File: src/rtl/rr_arb_if.sv
// Request/grant bundle for the round-robin arbiter.
// The arbiter sits on the slave side. The requesting logic or the bench uses the master side.
interface rr_arb_if #(
  parameter int W = 4
) ();
  localparam int IW = (W > 1) ? $clog2(W) : 1;

  logic [W-1:0]  i_req;
  logic          i_en;
  logic          i_ack;
  logic          o_gnt_vld;
  logic [W-1:0]  o_gnt;
  logic [IW-1:0] o_gnt_idx;

  modport master (
    output i_req, i_en, i_ack,
    input  o_gnt_vld, o_gnt, o_gnt_idx
  );

  modport slave (
    input  i_req, i_en, i_ack,
    output o_gnt_vld, o_gnt, o_gnt_idx
  );
endinterface

File: src/rtl/rr_arb.sv
// Registered round-robin arbiter with hold/ack handshake. The grant is sticky
// until acked, and only an accepted grant advances the rotation pointer.
module rr_arb #(
  parameter int W           = 4,
  parameter int TOWARDS_LSB = 0
) (
  input  logic       clk,
  input  logic       rst_n,
  rr_arb_if.slave    bus
);
  localparam int IW = (W > 1) ? $clog2(W) : 1;
  // After reset the pointer sits on the last position, so the first winner is index 0 (MSB mode) or W-1 (LSB mode).
  localparam logic [W-1:0] PTR_RST = (TOWARDS_LSB != 0) ? W'(1) : (W'(1) << (W - 1));

  typedef enum logic [0:0] {
    IDLE  = 1'b0,
    GRANT = 1'b1
  } state_e;

  state_e         state_q, state_d;
  logic [W-1:0]   ptr_q, ptr_d;
  logic [W-1:0]   gnt_q, gnt_d;
  logic [IW-1:0]  idx_q, idx_d;
  logic [W-1:0]   ptr_eff, msk, req_msk, winner;
  logic           can_arb;

  // Exclusive unary mask: positions strictly past the pointer in the rotation direction.
  function automatic logic [W-1:0] excl_mask(input logic [W-1:0] p);
    logic [W-1:0] m;
    logic         seen;
    m    = '0;
    seen = 1'b0;
    if (TOWARDS_LSB == 0) begin
      for (int i = 0; i < W; i++) begin
        m[i] = seen;
        seen = seen | p[i];
      end
    end else begin
      for (int i = W - 1; i >= 0; i--) begin
        m[i] = seen;
        seen = seen | p[i];
      end
    end
    return m;
  endfunction

  // Nearest set bit in the rotation direction: the lowest bit in MSB mode, the highest bit in LSB mode.
  function automatic logic [W-1:0] pick_first(input logic [W-1:0] v);
    logic [W-1:0] r;
    logic         found;
    r     = '0;
    found = 1'b0;
    if (TOWARDS_LSB == 0) begin
      for (int i = 0; i < W; i++) begin
        r[i]  = v[i] & ~found;
        found = found | v[i];
      end
    end else begin
      for (int i = W - 1; i >= 0; i--) begin
        r[i]  = v[i] & ~found;
        found = found | v[i];
      end
    end
    return r;
  endfunction

  function automatic logic [IW-1:0] encode(input logic [W-1:0] oh);
    logic [IW-1:0] b;
    b = '0;
    for (int i = 0; i < W; i++) begin
      b = b | (oh[i] ? IW'(i) : {IW{1'b0}});
    end
    return b;
  endfunction

  // Next-state, pointer and grant selection
  always_comb begin
    state_d = state_q;
    ptr_d   = ptr_q;
    gnt_d   = gnt_q;
    idx_d   = idx_q;
    can_arb = bus.i_en && (|bus.i_req);
    ptr_eff = ((state_q == GRANT) && bus.i_ack) ? gnt_q : ptr_q;
    msk     = excl_mask(ptr_eff);
    req_msk = bus.i_req & msk;
    winner  = (|req_msk) ? pick_first(req_msk) : pick_first(bus.i_req);
    case (state_q)
      IDLE: begin
        if (can_arb) begin
          state_d = GRANT;
          gnt_d   = winner;
          idx_d   = encode(winner);
        end else begin
          state_d = IDLE;
        end
      end
      GRANT: begin
        if (bus.i_ack) begin
          ptr_d = gnt_q;
          if (can_arb) begin
            gnt_d = winner;
            idx_d = encode(winner);
          end else begin
            state_d = IDLE;
            gnt_d   = '0;
            idx_d   = '0;
          end
        end else begin
          state_d = GRANT;
        end
      end
      default: begin
        state_d = IDLE;
        gnt_d   = '0;
        idx_d   = '0;
      end
    endcase
  end

  // State, pointer and grant registers with synchronous active-low reset
  always_ff @(posedge clk) begin
    if (!rst_n) begin
      state_q <= IDLE;
      ptr_q   <= PTR_RST;
      gnt_q   <= '0;
      idx_q   <= '0;
    end else begin
      state_q <= state_d;
      ptr_q   <= ptr_d;
      gnt_q   <= gnt_d;
      idx_q   <= idx_d;
    end
  end

  assign bus.o_gnt_vld = (state_q == GRANT);
  assign bus.o_gnt     = gnt_q;
  assign bus.o_gnt_idx = idx_q;
endmodule

File: src/flat_wrapper.sv
// flat-port wrapper written by rule: the top's interface ports become plain ports
module rr_arb_flat 
#(
  parameter int W           = 4,
  parameter int TOWARDS_LSB = 0
)
  (clk, rst_n, bus_i_req, bus_i_en, bus_i_ack, bus_o_gnt_vld, bus_o_gnt, bus_o_gnt_idx);
  rr_arb_if #(.W(W)) bus_i ();
  input  logic clk;
  input  logic rst_n;
  input wire logic [$bits(bus_i.i_req)-1:0] bus_i_req;
  input wire logic [$bits(bus_i.i_en)-1:0] bus_i_en;
  input wire logic [$bits(bus_i.i_ack)-1:0] bus_i_ack;
  output wire logic [$bits(bus_i.o_gnt_vld)-1:0] bus_o_gnt_vld;
  output wire logic [$bits(bus_i.o_gnt)-1:0] bus_o_gnt;
  output wire logic [$bits(bus_i.o_gnt_idx)-1:0] bus_o_gnt_idx;
  assign bus_i.i_req = bus_i_req;
  assign bus_i.i_en = bus_i_en;
  assign bus_i.i_ack = bus_i_ack;
  assign bus_o_gnt_vld = bus_i.o_gnt_vld;
  assign bus_o_gnt = bus_i.o_gnt;
  assign bus_o_gnt_idx = bus_i.o_gnt_idx;
  rr_arb #(.W(W), .TOWARDS_LSB(TOWARDS_LSB)) u_core (.clk(clk), .rst_n(rst_n), .bus(bus_i));
endmodule
File: config.mk
export PLATFORM = sky130hd
export DESIGN_NAME = rr_arb_flat
export DESIGN_NICKNAME = d
export VERILOG_FILES = /design/src/rtl/rr_arb_if.sv /design/src/rtl/rr_arb.sv /design/src/flat_wrapper.sv
export SDC_FILE = /design/constraint.sdc
export NUM_CORES = 1
export LEC_CHECK = 0
export CORE_MARGIN = 3
export CORE_UTILIZATION = 35
export CTS_BUF_LIST = sky130_fd_sc_hd__clkbuf_4
export CTS_CLUSTER_DIAMETER = 100
export DETAILED_ROUTE_END_ITERATION = 6
export PLACE_DENSITY = 0.7
export SLEW_MARGIN = 20
export SYNTH_ARGS = -nofsm -noshare
export SYNTH_HDL_FRONTEND = slang
export SYNTH_SLANG_ARGS = --single-unit
File: constraint.sdc
create_clock -name clk -period 1.4 [get_ports clk]
set_clock_uncertainty 0.1 [all_clocks]
set_input_delay 0.14 -clock clk [delete_from_list [all_inputs] [get_ports clk]]
set_output_delay 0.14 -clock clk [all_outputs]
set_load 0.005 [all_outputs]
==> flow_summary.rst, run 1 <==
.. list-table::
   :header-rows: 1

   * - Metric
     - Value
   * - Final Hold Fails
     - 0
   * - Clock slew at the register clock pins of the worst setup and hold paths
     - 70 ps
   * - Slew Viols, Final
     - 0
   * - Seq/Total Area, Yosys
     - 37.2%
   * - Number of buffers and inverters on the critical path
     - 0
   * - Max stage delay on crit path
     - 390 ps
   * - Count of antenna diodes in the layout
     - 0
   * - Tot Pwr
     - 670 µW
   * - Maximum resistive drop on vdd
     - 0.580 mV
   * - Total leakage power
     - 0.406 nW
   * - Via density per instance
     - 5.30
   * - Number of instances in the synthesized netlist
     - 62
   * - CP Class
     - flop to flop
   * - Number of global-route vias before repair
     - 578
   * - Drt wl/cell
     - 13.8 µm
   * - DRC violation count after routing
     - 0
   * - Clock tree from TritonCTS
     - done
   * - Critical path capture point type
     - flop
   * - Startpoint kind of the worst setup timing path
     - flop
   * - Die X
     - 45.2 µm
   * - Transition time at the pin with the least slew margin
     - 351 ps
   * - Initial DRT Pass Iterations
     - 2
   * - Number of antenna violations at the first check in global routing
     - 0
   * - Clock buffers created by TritonCTS
     - 3
   * - Total congestion overflow after global routing
     - 0
   * - Count of buffers from port buffering
     - 14
   * - HPWL Detailed
     - 1.09 mm
   * - Via count
     - 594
   * - Critical Path, Cell by Cell
     - nand2_4 -> mux2i_4 -> a21oi_2 -> o211ai_1 -> a41oi_1
   * - Top-area cell type share of the netlist area
     - 37.2%
   * - Max-cap check violation count
     - 0
   * - Commonest non-fill, non-tap cells in the layout
     - 15 x sky130_fd_sc_hd__buf_4, 10 x sky130_fd_sc_hd__nand2_1, 8 x sky130_fd_sc_hd__clkdlybuf4s50_1
   * - Leading post-synthesis cells by cell area
     - sky130_fd_sc_hd__dfxtp_1 37%, sky130_fd_sc_hd__a21oi_1 7.4%, sky130_fd_sc_hd__nand2_1 7.0%
   * - Wire length of the first global-routing pass
     - 2.50 mm
   * - Synthesized net count
     - 70
   * - Share of flip-flops with an asynchronous set or reset after synthesis
     - 0%
   * - Number of top-level design ports
     - 15
   * - Worst-path fanout max
     - 7
   * - Most frequent standard cell in the layout excluding fill and tap cells
     - sky130_fd_sc_hd__buf_4
   * - Post-synth top area cell
     - sky130_fd_sc_hd__dfxtp_1
   * - Yosys warning count
     - 0
   * - Gp weighted congestion
     - 0.860
   * - Layout Nets
     - 106
   * - Count of endpoints failing setup in the final report
     - 6
   * - Top flip-flop cell by instance count after synthesis
     - sky130_fd_sc_hd__dfxtp_1
   * - Fill cell total of the finished layout
     - 129
   * - Final cycle utilization of the critical path
     - 110%
   * - Total GRT Usage
     - 17.4%
   * - Fin area
     - 895 µm²
   * - Register-to-Register Setup Slack
     - -140 ps
   * - Share of cells above drive strength 1
     - 38.1%
   * - RSZ-0062 raised after global routing
     - yes
   * - Layout overhead on the synthesized area
     - 66.3%
   * - Combined area of all synthesized cells
     - 538 µm²
   * - Die Outline Area
     - 2040 µm²
   * - Family of cells with the greatest summed delay on the critical path
     - compound AO/OA/AOI/OAI gates
   * - Library cell used as clock root buffer
     - sky130_fd_sc_hd__clkbuf_4
   * - Placed inst area
     - 791 µm²
   * - Data arrival time of the critical path
     - 1570 ps
   * - Initial Util
     - 39.4%
   * - First-iteration detailed-routing DRC count
     - 4
   * - Number of hold-repair buffers added at the cts stage
     - 0
   * - Critical-path top delay cell
     - sky130_fd_sc_hd__mux2i_4
   * - Type of the most critical hold path
     - input pin to flop
   * - Unique masters post-synth
     - 27
   * - Maximum level of the CTS H-tree
     - 1
   * - Number of synthesized flops with an enable pin
     - 0
   * - Outcome
     - finished, violations left
   * - Worst slew margin
     - 76.1%
   * - Core box area
     - 1370 µm²
   * - Pin count of the biggest net entering global routing
     - 10
   * - Mean area per synthesized cell
     - 8.68 µm²
   * - Violated checks
     - setup timing
   * - Fmax
     - 651 MHz
   * - Routed Wire Length
     - 1.54 mm
   * - Power density cells
     - 749 nW/µm²
   * - Die span in y
     - 45.2 µm
   * - Final critical delay including setup and external delays
     - 1540 ps
   * - Antenna Violating Nets Remaining
     - 0
   * - Synthesized flop and latch total
     - 10
   * - Setup ws final
     - -135 ps
   * - Critical path data required time
     - 1430 ps
   * - Maximum number of buffers from clock root to sink
     - 2
   * - TritonCTS Sinks
     - 10
   * - Row cnt
     - 13
   * - Skew-Pair Late Insertion Delay
     - 270 ps
## state kept, by name (all words and copies together), names as in the netlist
name / flops
u_core.bus.o_gnt_idx: 2
u_core.bus.o_gnt: 4
u_core.ptr_q: 3
u_core.bus.o_gnt_vld: 1
## worst min-delay path: stages
cell and delay [ps]:
sky130_fd_sc_hd__dlymetal6s2s_1 170, sky130_fd_sc_hd__buf_4 160, sky130_fd_sc_hd__nand4_1 90, sky130_fd_sc_hd__a21oi_1 60
## cells in the mapped netlist, types with 2 or more instances
| library cell | count |
|---|---|
| sky130_fd_sc_hd__a21oi_1 | 8 |
| sky130_fd_sc_hd__nand2_1 | 10 |
| sky130_fd_sc_hd__o211ai_1 | 3 |
| sky130_fd_sc_hd__nor2_1 | 7 |
| sky130_fd_sc_hd__o21a_1 | 2 |
| sky130_fd_sc_hd__a31oi_1 | 2 |
| sky130_fd_sc_hd__dfxtp_1 | 10 |
## final timing paths
path	from	end	depth (start not counted)
max	u_core.bus.o_gnt_vld	u_core.bus.o_gnt_idx[0]	5
min	bus_i_req[0]	u_core.bus.o_gnt[0]	4
max reg2reg	u_core.bus.o_gnt_vld	u_core.bus.o_gnt_idx[0]	5
min reg2reg	u_core.bus.o_gnt[3]	u_core.bus.o_gnt[3]	2
## cells by family (layout without fill, tap and decap cells)
family                 after synthesis  after routing  synth area share, %
AOI/OAI and AO/OA                   23             23                 30.9
buffers and inverters                1             36                0.697
DFF                                 10             10                 37.2
muxes                                2              2                 6.98
and+or+nand+nor                     26             26                 24.2
## final cells by class
| type | instances | area (µm²) | area share [%] |
|---|---|---|---|
| clock buffers | 3 | 22.5 | 2.52 |
| clock inverters | 1 | 3.75 | 0.420 |
| inverters | 1 | 3.75 | 0.420 |
| multi-input cells | 51 | 364 | 40.7 |
| flip-flops and latches | 10 | 206 | 23.1 |
| well taps | 15 | 18.8 | 2.10 |
| repair buffers | 31 | 275 | 30.8 |
## per-layer routing
| layer | up-vias | GRT usage, % | wire length (µm) |
|---|---|---|---|
| li1 | 300 | - | - |
| met3 | 2 | 5.18 | 63 |
| met5 | - | 0 | 0 |
| met2 | 12 | 27.7 | 758 |
| met1 | 280 | 21.0 | 693 |
| met4 | 0 | 8.77 | 26 |
## power breakdown
| group | internal [mW] | leakage (nW) | total, mW | switching, mW |
|---|---|---|---|---|
| clock | 0.103 | 0.0154 | 0.207 | 0.104 |
| sequential | 0.295 | 0.0828 | 0.302 | 0.00777 |
| combinational | 0.0864 | 0.308 | 0.161 | 0.0741 |
| total | 0.484 | 0.406 | 0.670 | 0.186 |
## metrics by stage
stage / setup WS [ps] / instances / setup TNS (ps) / util, % / hold slack, ps
after floorplan: -39.3 / 62 / -75.6 / - / 176
after CTS: -141 / 110 / -404 / 62.4 / 303
final: -135 / 112 / -634 / 65.5 / 278
after global placement: -433 / 103 / -2380 / 57.9 / 349
after detailed placement: -463 / 103 / -2440 / 57.9 / 359
after global routing: -202 / 112 / -1030 / 65.5 / 285
## what timing repair did
item | CTS | global route
pin swaps | 5 | 9
gates cloned | 0 | 0
resized for setup | 10 | 7
setup buffers | 3 | 2
setup endpoints to repair | 9 | 7
(Power assumes the default switching activity.)
==> inputs of run 2 (changes only) <==
--- a/config.mk
+++ b/config.mk
@@ -10,6 +10,7 @@
 export CTS_BUF_LIST = sky130_fd_sc_hd__clkbuf_4
 export CTS_CLUSTER_DIAMETER = 100
 export DETAILED_ROUTE_END_ITERATION = 6
+export GPL_TIMING_DRIVEN = 0
 export PLACE_DENSITY = 0.7
 export SLEW_MARGIN = 20
 export SYNTH_ARGS = -nofsm -noshare
==> flow_summary.rst, run 2 (synthesized netlist as in run 1, its figures left out) <==
.. list-table::
   :header-rows: 1

   * - Metric
     - Value
   * - Outcome
     - finished, violations left
   * - Violated checks
     - setup timing
   * - Layout Nets
     - 95 (-10%)
   * - Library cell used as clock root buffer
     - sky130_fd_sc_hd__clkbuf_4
   * - Total leakage power
     - 0.364 nW (-10%)
   * - Die Outline Area
     - 2040 µm² (unchanged)
   * - Critical path data required time
     - 1440 ps (about the same)
   * - Critical path capture point type
     - flop
   * - Number of top-level design ports
     - 15 (unchanged)
   * - Row cnt
     - 13 (unchanged)
   * - Number of hold-repair buffers added at the cts stage
     - 0 (unchanged)
   * - Maximum number of buffers from clock root to sink
     - 2 (unchanged)
   * - Via density per instance
     - 5.31 (about the same)
   * - Initial Util
     - 39.4% (unchanged)
   * - Clock tree from TritonCTS
     - done
   * - Final Hold Fails
     - 0 (unchanged)
   * - Count of buffers from port buffering
     - 14 (unchanged)
   * - Fin area
     - 813 µm² (-9.1%)
   * - RSZ-0062 raised after global routing
     - yes
   * - Pin count of the biggest net entering global routing
     - 10 (unchanged)
   * - Launch point of the critical path
     - u_core.bus.o_gnt_vld
   * - TritonCTS Sinks
     - 10 (unchanged)
   * - Setup WS pre-CTS
     - -569 ps (-106 ps)
   * - Initial DRT Pass Iterations
     - 2 (unchanged)
   * - Count of endpoints failing setup in the final report
     - 5 (-1)
   * - Transition time at the pin with the least slew margin
     - 332 ps (-18.9 ps)
   * - Clock buffers created by TritonCTS
     - 3 (unchanged)
   * - Most frequent standard cell in the layout excluding fill and tap cells
     - sky130_fd_sc_hd__nand2_1
   * - Share of cells above drive strength 1
     - 30.2% (-7.9 points)
   * - Slew Viols, Final
     - 0 (unchanged)
   * - Power density cells
     - 787 nW/µm² (+5.1%)
   * - Type of the most critical hold path
     - input pin to flop
   * - Maximum level of the CTS H-tree
     - 1 (unchanged)
   * - Total GRT Usage
     - 14.2% (-3.2 points)
   * - Skew-Pair Late Insertion Delay
     - 270 ps (about the same)
   * - Setup ws final
     - -108 ps (+27.2 ps)
   * - CP Class
     - flop to flop
   * - Wire length of the first global-routing pass
     - 2.06 mm (-17%)
   * - DRC violation count after routing
     - 0 (unchanged)
   * - Layout overhead on the synthesized area
     - 51.2%
   * - Count of antenna diodes in the layout
     - 0 (unchanged)
   * - Number of antenna violations at the first check in global routing
     - 0 (unchanged)
   * - Flip-flop count of the largest register after layout
     - 4 (unchanged)
   * - Via count
     - 536 (-9.8%)
   * - Tot Pwr
     - 640 µW (-4.5%)
   * - Die X
     - 45.2 µm (unchanged)
   * - Clock slew at the register clock pins of the worst setup and hold paths
     - 70 ps (about the same)
   * - Routed Wire Length
     - 1.29 mm (-16%)
   * - Total congestion overflow after global routing
     - 0 (unchanged)
   * - Data arrival time of the critical path
     - 1550 ps (-20 ps)
   * - Maximum resistive drop on vdd
     - 0.606 mV (+4.5%)
   * - Drt wl/cell
     - 12.8 µm (-7.2%)
   * - Core box area
     - 1370 µm² (unchanged)
   * - Die span in y
     - 45.2 µm (unchanged)
   * - Reg2reg start
     - u_core.bus.o_gnt_vld
   * - Final critical delay including setup and external delays
     - 1510 ps (-27.2 ps)
   * - Max-cap check violation count
     - 0 (unchanged)
   * - First-iteration detailed-routing DRC count
     - 10 (+6)
   * - Aggregate negative setup slack
     - -354 ps (+280 ps)
   * - Worst slew margin
     - 77.4% (+1.3 points)
   * - Final cycle utilization of the critical path
     - 108% (-1.9 points)
   * - Placed inst area
     - 701 µm² (-11%)
   * - Number of global-route vias before repair
     - 505 (-13%)
   * - Hold wc startpoint
     - bus_i_ack
   * - Antenna Violating Nets Remaining
     - 0 (unchanged)
   * - Fmax
     - 663 MHz (+1.8%)
   * - Gp weighted congestion
     - 0.757 (-12%)
   * - Startpoint kind of the worst setup timing path
     - flop
   * - Worst-path fanout max
     - 8 (+1)
   * - Commonest non-fill, non-tap cells in the layout
     - 10 x sky130_fd_sc_hd__nand2_1, 7 x sky130_fd_sc_hd__a21oi_1, 7 x sky130_fd_sc_hd__dfxtp_1
==> run 2: area by class of cell <==
| class | count | area (µm²) |
|---|---|---|
| repair buffers | 20 | 186 |
| flip-flops and latches | 10 | 206 |
| clock buffers | 3 | 22.5 |
| clock inverters | 1 | 3.75 |
| inverters | 1 | 3.75 |
| multi-input cells | 51 | 372 |
| fillers | 140 | 553 |
| well taps | 15 | 18.8 |
==> run 2: worst max-delay path, stage by stage, from the launching register on <==
cell and delay (ps):
sky130_fd_sc_hd__dfxtp_4 360, sky130_fd_sc_hd__nand2_8 70, sky130_fd_sc_hd__mux2i_4 370, sky130_fd_sc_hd__a21oi_2 90
sky130_fd_sc_hd__o211ai_1 250, sky130_fd_sc_hd__a41oi_1 130
==> run 2: path summary, 6_finish.rpt <==
path	to	cells after the start	slack, ps
worst max-delay path	u_core.bus.o_gnt_idx[0]	5	-110
worst min-delay path	u_core.ptr_q[1]	3	310
worst max register to register	u_core.bus.o_gnt_idx[0]	5	-110
worst min register to register	u_core.bus.o_gnt[3]	2	360
==> run 2: metal layers <==
metal | vias to the layer above | part of all wire, % | track usage, %
met2 | 13 | 48 | 23.2
li1 | 274 | - | -
met4 | 0 | 0 | 1.75
met1 | 249 | 45 | 16.7
met3 | 0 | 6.4 | 7.97
met5 | - | 0 | 0
==> run 2: repair_timing <==
action | in CTS | in global routing
pin swaps | 4 | 6
gates resized for setup | 9 | 10
buffers inserted | 4 | 2
setup endpoints to repair | 9 | 9
==> run 2: power breakdown <==
part           internal [mW]  switching, mW  total, mW
Clock                  0.103          0.101      0.204
Sequential             0.295        0.00904      0.304
Combinational         0.0662         0.0661      0.132
Total                  0.464          0.176      0.640
==> run 2: through the flow <==
step           instances  hold slack [ps]  utilization (%)
2_1_floorplan         62              176                -
3_3_place_gp          91              346             51.3
6_report             101              313             59.5
3_5_place_dp          91              350             51.3
4_1_cts               99              271             56.0
5_1_grt              101              358             59.5
